**src/rtl/port_arbiter3_if.sv**
```systemverilog
// ============================================================================
// Module      : port_arbiter3_if
// Description : Request/grant bundle between three requesters and the
//               port_arbiter3 round-robin arbiter of a shared 32-bit port.
// Revision    : 1.0 - initial release
// ============================================================================
`default_nettype none

interface port_arbiter3_if;
    logic [2:0] req;
    logic [2:0] last;
    logic       port_ready;
    logic [2:0] gnt;
    logic [1:0] sel;
    logic       busy;
    logic       timeout;

    // Requester / port side
    modport master (
        output req,
        output last,
        output port_ready,
        input  gnt,
        input  sel,
        input  busy,
        input  timeout
    );

    // Arbiter side
    modport slave (
        input  req,
        input  last,
        input  port_ready,
        output gnt,
        output sel,
        output busy,
        output timeout
    );
endinterface

`default_nettype wire

```
**src/rtl/port_arbiter3.sv**
```systemverilog
// ============================================================================
// Module      : port_arbiter3
// Description : Three-way round-robin arbiter holding the grant for a whole
//               multi-beat transaction and driving the mux3_1 select.
//               Optional hold-time watchdog: define PORT_ARB_TIMEOUT_EN.
// Revision    : 1.0 - initial release
// ============================================================================
`default_nettype none

module port_arbiter3 #(
    parameter int MAX_HOLD = 16
) (
    input  wire logic      clk,
    input  wire logic      rst_n,
    port_arbiter3_if.slave bus
);

    typedef enum logic [0:0] {
        ST_IDLE  = 1'b0,
        ST_GRANT = 1'b1
    } state_t;

    state_t     r_state;
    logic [1:0] r_ptr;
    logic [1:0] r_own;
    logic [2:0] r_gnt;

    logic       w_own_req;
    logic       w_own_last;
    logic       w_rel_norm;
    logic       w_force;
    logic       w_release;
    logic [2:0] w_arb_req;
    logic       w_win_vld;
    logic [1:0] w_win;
    logic       w_take;

    function automatic logic f_bit(input logic [2:0] r, input logic [1:0] idx);
        case (idx)
            2'd0:    f_bit = r[0];
            2'd1:    f_bit = r[1];
            default: f_bit = r[2];
        endcase
    endfunction

    // Returns {valid, index} of the first set bit scanning p, p+1, p+2 (mod 3)
    function automatic logic [2:0] f_pick(input logic [2:0] r, input logic [1:0] p);
        logic [1:0] a;
        logic [1:0] b;
        logic [1:0] c;
        case (p)
            2'd1:    begin a = 2'd1; b = 2'd2; c = 2'd0; end
            2'd2:    begin a = 2'd2; b = 2'd0; c = 2'd1; end
            default: begin a = 2'd0; b = 2'd1; c = 2'd2; end
        endcase
        if (f_bit(r, a))      f_pick = {1'b1, a};
        else if (f_bit(r, b)) f_pick = {1'b1, b};
        else if (f_bit(r, c)) f_pick = {1'b1, c};
        else                  f_pick = 3'b000;
    endfunction

    function automatic logic [1:0] f_inc(input logic [1:0] idx);
        f_inc = (idx == 2'd2) ? 2'd0 : idx + 2'd1;
    endfunction

    function automatic logic [2:0] f_onehot(input logic [1:0] idx);
        case (idx)
            2'd0:    f_onehot = 3'b001;
            2'd1:    f_onehot = 3'b010;
            default: f_onehot = 3'b100;
        endcase
    endfunction

`ifdef PORT_ARB_TIMEOUT_EN
    localparam int                c_hold_w   = $clog2(MAX_HOLD) + 1;
    localparam logic [c_hold_w-1:0] c_hold_max = c_hold_w'(MAX_HOLD - 1);

    logic [c_hold_w-1:0] r_hold;
    logic                r_timeout;

    // Watchdog only fires when the owner is not releasing on its own
    assign w_force = (r_state == ST_GRANT) && !w_rel_norm && (r_hold == c_hold_max);
    assign bus.timeout = r_timeout;
`else
    logic w_unused_max_hold;

    assign w_unused_max_hold = (MAX_HOLD < 2);
    assign w_force           = 1'b0;
    assign bus.timeout       = 1'b0;
`endif

    // r_gnt is the one-hot of the owner while granted and zero while idle
    assign w_own_req  = |(bus.req & r_gnt);
    assign w_own_last = |(bus.last & r_gnt);
    assign w_rel_norm = (r_state == ST_GRANT) &&
                        (!w_own_req || (bus.port_ready && w_own_last));
    assign w_release  = w_rel_norm || w_force;

    assign w_arb_req            = bus.req & ~r_gnt;
    assign {w_win_vld, w_win}   = f_pick(w_arb_req, r_ptr);
    assign w_take               = w_win_vld && ((r_state == ST_IDLE) || w_release);

    always_ff @(posedge clk or negedge rst_n) begin
        if (!rst_n) begin
            r_state   <= ST_IDLE;
            r_ptr     <= 2'd0;
            r_own     <= 2'd0;
            r_gnt     <= 3'b000;
`ifdef PORT_ARB_TIMEOUT_EN
            r_hold    <= '0;
            r_timeout <= 1'b0;
`endif
        end else begin
`ifdef PORT_ARB_TIMEOUT_EN
            r_timeout <= w_force;
`endif
            if (w_take) begin
                r_state <= ST_GRANT;
                r_gnt   <= f_onehot(w_win);
                r_own   <= w_win;
                r_ptr   <= f_inc(w_win);
`ifdef PORT_ARB_TIMEOUT_EN
                r_hold  <= '0;
`endif
            end else if (w_release) begin
                // sel keeps the previous owner while idle
                r_state <= ST_IDLE;
                r_gnt   <= 3'b000;
            end
`ifdef PORT_ARB_TIMEOUT_EN
            else if (r_state == ST_GRANT) begin
                r_hold  <= r_hold + 1'b1;
            end
`endif
        end
    end

    assign bus.gnt  = r_gnt;
    assign bus.sel  = r_own;
    assign bus.busy = |r_gnt;

endmodule

`default_nettype wire

```
**src/flat_wrapper.sv**
```systemverilog
// flat-port wrapper written by rule: the top's interface ports become plain ports
module port_arbiter3_flat 
#(
    parameter int MAX_HOLD = 16
)
  (clk, rst_n, bus_req, bus_last, bus_port_ready, bus_gnt, bus_sel, bus_busy, bus_timeout);
  port_arbiter3_if bus_i ();
  input  wire logic clk;
  input  wire logic rst_n;
  input wire logic [$bits(bus_i.req)-1:0] bus_req;
  input wire logic [$bits(bus_i.last)-1:0] bus_last;
  input wire logic [$bits(bus_i.port_ready)-1:0] bus_port_ready;
  output wire logic [$bits(bus_i.gnt)-1:0] bus_gnt;
  output wire logic [$bits(bus_i.sel)-1:0] bus_sel;
  output wire logic [$bits(bus_i.busy)-1:0] bus_busy;
  output wire logic [$bits(bus_i.timeout)-1:0] bus_timeout;
  assign bus_i.req = bus_req;
  assign bus_i.last = bus_last;
  assign bus_i.port_ready = bus_port_ready;
  assign bus_gnt = bus_i.gnt;
  assign bus_sel = bus_i.sel;
  assign bus_busy = bus_i.busy;
  assign bus_timeout = bus_i.timeout;
  port_arbiter3 #(.MAX_HOLD(MAX_HOLD)) u_core (.clk(clk), .rst_n(rst_n), .bus(bus_i));
endmodule
```
**config.mk**
```make
export PLATFORM = sky130hd
export DESIGN_NAME = port_arbiter3_flat
export DESIGN_NICKNAME = d
export VERILOG_FILES = /design/src/rtl/port_arbiter3_if.sv /design/src/rtl/port_arbiter3.sv /design/src/flat_wrapper.sv
export SDC_FILE = /design/constraint.sdc
export NUM_CORES = 1
export LEC_CHECK = 0
export BUFFER_PORTS_ARGS = -buffer_cell sky130_fd_sc_hd__buf_2
export CELL_PAD_IN_SITES_DETAIL_PLACEMENT = 0
export CELL_PAD_IN_SITES_GLOBAL_PLACEMENT = 1
export CORE_MARGIN = 10
export CORE_UTILIZATION = 30
export DETAILED_ROUTE_END_ITERATION = 10
export PLACE_DENSITY = 0.64
export REMOVE_ABC_BUFFERS = 1
export SKIP_CTS_REPAIR_TIMING = 1
export SYNTH_ARGS = -nofsm -noshare
export SYNTH_HDL_FRONTEND = slang
export SYNTH_SLANG_ARGS = --single-unit
```
**constraint.sdc**
```tcl
create_clock -name clk -period 3.85 [get_ports clk]
set_input_delay 0 -clock clk [delete_from_list [all_inputs] [get_ports clk]]
set_output_delay 0 -clock clk [all_outputs]
set_load 0.03 [all_outputs]
```
# Word level (Yosys, flattened, before mapping)
# Cells that the tools add are included.
[word_totals]
reg_bits = 8
[classes]
addsub = 1
eq_ne = 7
n_mux = 18
n_bitwise = 5
reduce_logical = 14
[ops]
columns = ["cell", "n"]
rows = [
  ["$mux W3", 5],
  ["$pmux W2 S2", 3],
  ["$eq A2 B1 Y1 const B", 5],
  ["$and A3 B3 Y3", 3],
  ["$reduce_or A3 Y1", 3],
  ["$logic_not A2 Y1", 4],
  ["$pmux W1 S2", 3],
  ["$pmux W3 S2", 1],
  ["$mux W1", 5],
  ["$eq A2 B2 Y1 const B", 2],
  ["$logic_and A1 B1 Y1", 3],
  ["$not A3 Y3", 1],
  ["$add A2 B1 Y2 const B", 1],
  ["$logic_or A1 B1 Y1", 2],
  ["$mux W2", 1],
  ["$reduce_bool A2 Y1", 1],
  ["$logic_not A1 Y1", 1],
  ["$not A1 Y1", 1],
]

# Logic depth before layout (Yosys ltp)
# Gate-level depths: netlist (run 1).
[logic_depth]
word_depth = 13
ltp_mapped = 8

# Least setup slack after synthesis (run 1)
# OpenSTA, ideal clock, no wires.
[synth_path]
kind = "register to register"
startpoint = "reg u_core.r_ptr[0]"
endpoint = "reg u_core.r_own[0] (netlist: u_core.bus.sel[0])"
setup_ns = 0.125
arrival_ns = 1.922
required_time_ns = 3.725
setup_slack_ns = 1.803
stages_incl_launch_ff = 8
path_buffers = 1
cell_sequence = "dfrtp_1 inv_1 ha_1 buf_2 nor4bb_1 a211o_1 o41ai_4 mux2_4"
[synth_between]
elab_chain_len = 10
word_cells_on_any_way = 21
classes_between = "eq/ne: 5; mux: 12; reduce/logical: 4"
[synth_rtl]
columns = ["item", "line", "text"]
rows = [
  ["start, declared", "port_arbiter3.sv:24", "logic [1:0] r_ptr;"],
  ["start signal, assigned", "port_arbiter3.sv:121", "r_ptr <= f_inc(w_win);"],
  ["$eq A2 B2 Y1 / $eq A2 B1 Y1 (equally long branches)", "port_arbiter3.sv:51", "case (p)"],
  ["$pmux W2 S2", "port_arbiter3.sv:51", ""],
  ["$eq A2 B1 Y1 / $logic_not A2 Y1 (equally long branches)", "port_arbiter3.sv:39", "case (idx)"],
  ["$pmux W1 S2", "port_arbiter3.sv:39", ""],
  ["$mux W1", "port_arbiter3.sv:57", "else if (f_bit(r, b)) f_pick = {1'b1, b};"],
  ["$mux W1", "port_arbiter3.sv:56", "if (f_bit(r, a)) f_pick = {1'b1, a};"],
  ["$mux W3", "port_arbiter3.sv:58", "else if (f_bit(r, c)) f_pick = {1'b1, c};"],
  ["$mux W3", "port_arbiter3.sv:57", ""],
  ["$mux W3 *", "port_arbiter3.sv:56", ""],
  ["$logic_and A1 B1 Y1", "port_arbiter3.sv:101", "assign w_take = w_win_vld && ((r_state == ST_IDLE) || w_release);"],
  ["end signal, assigned", "port_arbiter3.sv:120", "r_own <= w_win;"],
  ["end, declared", "port_arbiter3.sv:25", "logic [1:0] r_own;"],
]
# Mark *: on every way between the ends. The rest lies on a longest branch, timed or not. The select of a mux whose other input is x is not followed.
# A chain may end at the register's enable or synchronous reset.

# Worst setup path after layout (run 1)
# Same ends and word-level chain as after synthesis.

==> results of run 1 <==
where the power goes:
part | internal [mW] | switching, mW | leakage, nW
Combinational | 0.238 | 0.314 | 0.266
Clock | 0.0355 | 0.0258 | 0.0138
Sequential | 0.122 | 0.0429 | 0.0999
per-layer routing:
| metal | global-route usage, % | share of wire, % | up-vias |
|---|---|---|---|
| met5 | 0 | 0 | - |
| met4 | 1.51 | 0.50 | 0 |
| met3 | 3.75 | 11 | 2 |
| met2 | 11.7 | 44 | 27 |
| met1 | 8.44 | 44 | 272 |
| li1 | - | - | 297 |
how the worst max path moves through the flow:
stage                    startpoint           endpoint  slack (ps)  cells after the start
finish              u_core.r_ptr[0]  u_core.bus.sel[0]        1630                      7
floorplan           u_core.r_ptr[0]  u_core.bus.sel[0]        1810                      6
CTS                 u_core.r_ptr[0]  u_core.bus.sel[0]        1630                      6
detailed placement  u_core.r_ptr[0]  u_core.bus.sel[0]        1640                      6
global placement    u_core.r_ptr[0]  u_core.bus.sel[0]        1680                      7
global route        u_core.r_ptr[0]  u_core.bus.gnt[0]        1480                      7
per-stage QoR:
stage / power (mW) / util [%] / setup slack (ps)
after floorplan: 0.604 / - / 1810
after detailed placement: 0.718 / 35.9 / 1640
after global placement: 0.720 / 35.9 / 1680
after global routing: 0.845 / 37.4 / 1480
after CTS: 0.784 / 36.9 / 1630
final: 0.778 / 37.4 / 1630
area by class of cell:
class / instances / share of cell area (%)
Timing Repair Buffer: 15 / 9.68
Clock buffer: 3 / 2.72
Tap cell: 28 / 4.24
Inverter: 4 / 1.82
Multi-Input combinational cell: 53 / 57.3
Sequential cell: 8 / 24.2
worst reg2reg max path, delay by kind of cell, from the launching register on:
family	cells	cell delay [ps]
mux	1	340
buf+inv	1	80
simple gates	2	240
compound gates	2	610
fa+ha+maj	1	450
flops	1	380
synthesized netlist by cell type (all sizes together):
cell	number
dfrtp	8
a22o	3
nand2b	1
o311ai	1
and4bb	1
inv	4
nand2	6
nor2b	1
a21o	1
o221ai	1
nor3b	1
a31oi	2
a21oi	1
o2bb2ai	2
a31o	1
ha	4
nor3	1
or3	1
or3b	1
a21bo	1
buf	2
o21ai	1
a211o	1
nor2	2
nand4	1
o22ai	1
nand4bb	2
conb	1
o21ba	1
o41ai	2
and2	2
mux2i	1
a221oi	1
a222oi	1
nand3b	2
nor4bb	2
nand3	1
mux2	1
registers in the layout, summed over array words and instances, names as in the netlist:
register / count
u_core.r_ptr: 2
u_core.r_state: 1
u_core.bus.sel: 2
u_core.bus.gnt: 3
placed cells by master (no fill, tap or decap), drive strengths merged, types with 2 or more instances in the layout:
master	count
buf	14
dfrtp	8
nand2	6
inv	4
ha	4
clkbuf	3
a22o	3
nand4bb	2
and2	2
nand3b	2
nor2	2
nor4bb	2
o41ai	2
o2bb2ai	2
a31oi	2
cell families (layout without fill, tap and decap cells):
logic type               after synthesis  count (layout)
other                                  1               1
adder cells (fa/ha/maj)                4               4
AO/OA/AOI/OAI                         21              21
flip-flops                             8               8
AND/OR/NAND/NOR                       25              25
multiplexers                           2               2
buffers and inverters                  6              22
==> results by group, run 1 <==
Global route
  – First-pass GRT wire length: 2630 um
  – Gr ovfl total: 0
  – Largest net degree at the start of global routing: 11
  – Vias in the first global route: 585
  – Total track usage: 7.28%
  – Initial antenna violation count: 0

Finish
  – Non-filler instance count after layout: 111
  – Number of fill cells: 240
  – Area of the multi-input gates: 474 um2
  – Inserted Diodes: 0
  – Layout area overhead: 17.8%
  – Final Cell Area: 827 um2
  – Nets: 98
  – Register area: 200 um2
  – Share of cells above drive strength 1: 33.7%

Critical path
  – Buffer and inverter count on the worst path: 1
  – Slowest stage delay, CP: 450 ps
  – Crit path DAT: 2350 ps
  – Crit end category: flop
  – Cell depth of the worst flop-to-flop path: 7
  – R2R Setup Slk: 1630 ps
  – CP Max Fanout: 10
  – Crit path cell chain: inv_1 -> ha_1 -> nor4bb_1 -> a211o_1 -> nand4_1 -> o311ai_1 -> mux2_4
  – CP Launch Type: flop
  – RR Endpoint: u_core.bus.sel[0]
  – R2R Path Start: u_core.r_ptr[0]
  – Delay-heaviest family, CP: compound AO/OA/AOI/OAI gates
  – Required time of the critical path: 3980 ps
  – WS Path Type: flop to flop
  – Crit-path slowest cell: ha_1

Floorplan
  – Chip Height: 68.4 um
  – Die area: 4670 um2
  – Core Area: 2210 um2
  – # IOs: 16
  – Num rows: 17
  – Die W: 68.4 um
  – Initial core utilization: 31.7%

Synth
  – XOR/XNOR share of the synthesized area: 0%
  – Synth Area in Compound Gates: 31.7%
  – Syn avg cell area: 10.5 um2
  – Adder-cell share of the synthesized area: 7.13%
  – FF+latch count, synth: 8
  – Number of library cell types mapped by synthesis: 41
  – Cell area after synthesis: 702 um2
  – YS warnings: 0
  – Largest family of logic cells by synthesized area: compound AO/OA/AOI/OAI gates
  – Sequential fraction of the synthesis area: 28.5%
  – Top cells by area, synth: dfrtp_1 (29%), o41ai_4 (7.8%), ha_1 (7.1%), nand2_1 (3.2%), nand4bb_1 (3.2%)
  – Cell count after synthesis: 67
  – Simple-gate portion of the synthesized area: 24.6%
  – Synth area leader: dfrtp_1
  – Yosys top cell area share: 28.5%
  – Mux share of post-synthesis cell area: 3.57%

Detailed routing
  – Average wire per standard cell: 14.5 um
  – DRC viols: 0
  – WL final: 1610 um
  – Vias per inst: 5.39
  – Starting DRT DRC Count: 18
  – Pre-antenna DRT Iters: 4
  – Via count: 598
  – Post-route ant nets: 0

STA
  – Final setup violation count: 0
  – FMAX: 450 MHz
  – Hold slack: 117 ps
  – Post-route setup TNS: 0 ps
  – Worst Tran Pin Value: 756 ps
  – Fin crit share: 57.8%
  – RSZ-0062 raised after global routing: false
  – Final Hold Fails: 0
  – Clk_skew: 3.48 ps
  – Slew HR: 48.8%
  – Min cycle time layout: 2220 ps
  – Slew Viols, Final: 0

Clock network
  – Root Driver: clkbuf_4
  – Reg clk slew, reported paths: 50 ps
  – Total CTS buffers: 3
  – Clock tree buffer depth: 2
  – Sink Count: 8
  – CTS tree: done
  – CTS HTree Levels: 1
  – Clk Latency, worst-skew pair: 250 ps

Power
  – Leak: 0.379 nW
  – Pwr dens: 941 nW/um2
  – Worst IR Drop VDD: 412 uV

Placed design
  – Placed cell count: 107
  – Area after DPL: 795 um2
  – GPL Wtd Cong: 0.794
  – Hpwl dp: 1300 um
  – PortBufs: 14

Job
  – Max-Cap Viols: 0

Run status
  – Outcome: finished, final reports clean

Min path
  – Hold crit path type: input port to asynchronous set/reset pin
Note: power is estimated with default switching activity, not from simulation.
==> run 2: changes to the inputs <==
- PLACE_DENSITY: 0.64 -> 0.66
- clock period: 3.85 -> 1.9 ns (I/O delays scaled with it)
==> run 2 against run 1 <==
Power rose to 2.8 times the previous value. Highest routed layer unchanged. Critical path depth unchanged. Clock power is 120% higher. Register-to-register slack lost 1800 ps. The flow now finishes with violations (negative setup slack). Routed wire length up 32%. Worst setup slack worse by 1800 ps.
==> results by group, run 2 (same netlist as run 1, synthesis figures left out) <==
Detailed routing
  – Vias per inst: 5.23 (was 5.39)
  – Post-route ant nets: 0 (unchanged)
  – WL final: 2110 um (was 1610 um)
  – Average wire per standard cell: 16.5 um (was 14.5 um)
  – Pre-antenna DRT Iters: 4 (unchanged)
  – Starting DRT DRC Count: 62 (was 18)
  – DRC viols: 0 (unchanged)
  – Via count: 669 (was 598)

Finish
  – Inserted Diodes: 0 (unchanged)
  – Nets: 115 (was 98)
  – Share of cells above drive strength 1: 57.0% (was 33.7%)
  – Commonest non-fill, non-tap cell in the layout: buf_4 (was buf_2)
  – Layout area overhead: 50.3% (was 17.8%)
  – Non-filler instance count after layout: 128 (was 111)
  – Number of flip-flops in the largest register: 3 (unchanged)
  – Number of fill cells: 218 (was 240)
  – Commonest cells after routing, fill and taps aside: buf_4 (15), buf_2 (14), dfrtp_1 (6), nand2_1 (5) (was buf_2 (14), dfrtp_1 (8), nand2_1 (6), inv_1 (4), ha_1 (4))

Critical path
  – R2R Path Start: u_core.r_ptr[0] (unchanged)
  – CP Launch Type: flop (unchanged)
  – Crit path DAT: 2240 ps (was 2350 ps)
  – CP Max Fanout: 4 (was 10)
  – WS Path Type: flop to flop (unchanged)
  – Slowest stage delay, CP: 420 ps (was 450 ps)
  – Crit path cell chain: inv_2 -> ha_4 -> nor4bb_2 -> a211o_1 -> o41ai_4 -> buf_4 -> mux2_4 (was inv_1 -> ha_1 -> nor4bb_1 -> a211o_1 -> nand4_1 -> o311ai_1 -> mux2_4)
  – Crit end category: flop (unchanged)
  – Buffer and inverter count on the worst path: 2 (was 1)
  – Required time of the critical path: 2030 ps (was 3980 ps)
  – CP startpoint: u_core.r_ptr[0] (unchanged)
  – Crit-path slowest cell: dfrtp_2 (was ha_1)
  – Delay-heaviest family, CP: compound AO/OA/AOI/OAI gates (unchanged)

STA
  – RSZ-0062 raised after global routing: true (was false)
  – Slew Viols, Final: 0 (unchanged)
  – FMAX: 475 MHz (was 450 MHz)
  – Post-route setup TNS: -1150 ps (was 0 ps)
  – Hold slack: 129 ps (was 117 ps)
  – Min cycle time layout: 2110 ps (was 2220 ps)
  – Fin crit share: 111% (was 57.8%)
  – Final Hold Fails: 0 (unchanged)
  – Clk_skew: 8.83 ps (was 3.48 ps)
  – Setup WS post-layout: -205 ps (was 1630 ps)
  – Final setup violation count: 7 (was 0)

Floorplan
  – # IOs: 16 (unchanged)
  – Chip Height: 68.4 um (unchanged)
  – Initial core utilization: 31.7% (unchanged)
  – Num rows: 17 (unchanged)
  – Die W: 68.4 um (unchanged)
  – Die area: 4670 um2 (unchanged)
  – Core Area: 2210 um2 (unchanged)

Power
  – Internal Power: 1.20 mW (was 0.396 mW)
  – Worst IR Drop VDD: 878 uV (was 412 uV)
  – Comb pwr share: 78.3% (was 70.9%)
  – Pwr dens: 2070 nW/um2 (was 941 nW/um2)
  – Clk pwr share: 6.1% (was 7.9%)
  – Sw Pwr: 0.992 mW (was 0.382 mW)
  – Share of power burned in registers: 15.6% (was 21.2%)
  – Sw frac: 45.4% (was 49.2%)
  – Leak: 0.469 nW (was 0.379 nW)

Run status
  – Outcome: complete, but fails checks (was finished, final reports clean)
  – Failing checks: negative setup slack

Global route
  – Vias in the first global route: 702 (was 585)
  – Largest net degree at the start of global routing: 11 (unchanged)
  – First-pass GRT wire length: 3180 um (was 2630 um)
  – Initial antenna violation count: 0 (unchanged)
  – Gr ovfl total: 0 (unchanged)
  – Total track usage: 8.72% (was 7.28%)

Placed design
  – GPL Wtd Cong: 0.907 (was 0.794)
  – PortBufs: 14 (unchanged)
  – Hpwl dp: 1570 um (was 1300 um)
  – Placed cell count: 120 (was 107)

Clock network
  – Clk Latency, worst-skew pair: 260 ps (was 250 ps)
  – CTS tree: done (unchanged)
  – Root Driver: clkbuf_4 (unchanged)
  – Sink Count: 8 (unchanged)
  – Reg clk slew, reported paths: 60 ps (was 50 ps)
  – Clock tree buffer depth: 2 (unchanged)
  – Total CTS buffers: 3 (unchanged)
  – CTS HTree Levels: 1 (unchanged)

Min path
  – Hold crit path type: input port to asynchronous set/reset pin (unchanged)

Job
  – Max-Cap Viols: 0 (unchanged)
==> run 2: cell count changes in the layout (fill, tap and decap cells not counted), sizes merged <==
cell / previous run / this run
buf: 14 / 31
==> run 2: worst paths after layout <==
| kind | endpoint | slack (ps) | cells after the start |
|---|---|---|---|
| setup reg to reg | u_core.bus.sel[0] | -210 | 7 |
| min in group clk | u_core.r_state | 290 | 5 |
| hold / removal | u_core.r_state | 130 | 2 |
| setup / recovery | u_core.bus.sel[0] | -210 | 7 |
| hold reg to reg | u_core.bus.sel[1] | 480 | 1 |
| max in group asynchronous | u_core.r_ptr[0] | 1590 | 2 |
==> run 2: per-stage QoR <==
step	utilization, %	cell area, um2	power, mW	setup WS, ps
after floorplan	-	689	1.22	-139
after global placement	40.3	892	1.67	-213
after detailed placement	40.3	892	1.67	-235
after CTS	41.3	915	1.82	-263
after global routing	47.7	1050	2.33	-235
final	47.7	1050	2.19	-205
==> run 2: metal layers <==
layer / global-route usage [%] / vias up / wire, um
met2: 14.9 / 21 / 1060
met4: 4.27 / 0 / 19
met3: 1.47 / 2 / 139
met5: 0 / - / 0
met1: 10.3 / 319 / 896
li1: - / 327 / -
==> run 2: final cells by class <==
type                       count  area [um2]  area share [%]
tap                           28        35.0            3.32
multi-input combinational     53         556            52.7
sequential                     8         203            19.2
clock buffer                   3        22.5            2.14
timing repair buffer          32         224            21.2
inverter                       4        15.0            1.42
==> run 2: power by group through the flow <==
stage / Clock (mW) / Sequential, mW / Combinational, mW
5_1_grt: 0.150 / 0.352 / 1.82
4_1_cts: 0.137 / 0.321 / 1.36
6_report: 0.134 / 0.340 / 1.71
2_1_floorplan: 0 / 0.394 / 0.829
3_5_place_dp: 0 / 0.326 / 1.35
3_3_place_gp: 0 / 0.324 / 1.34
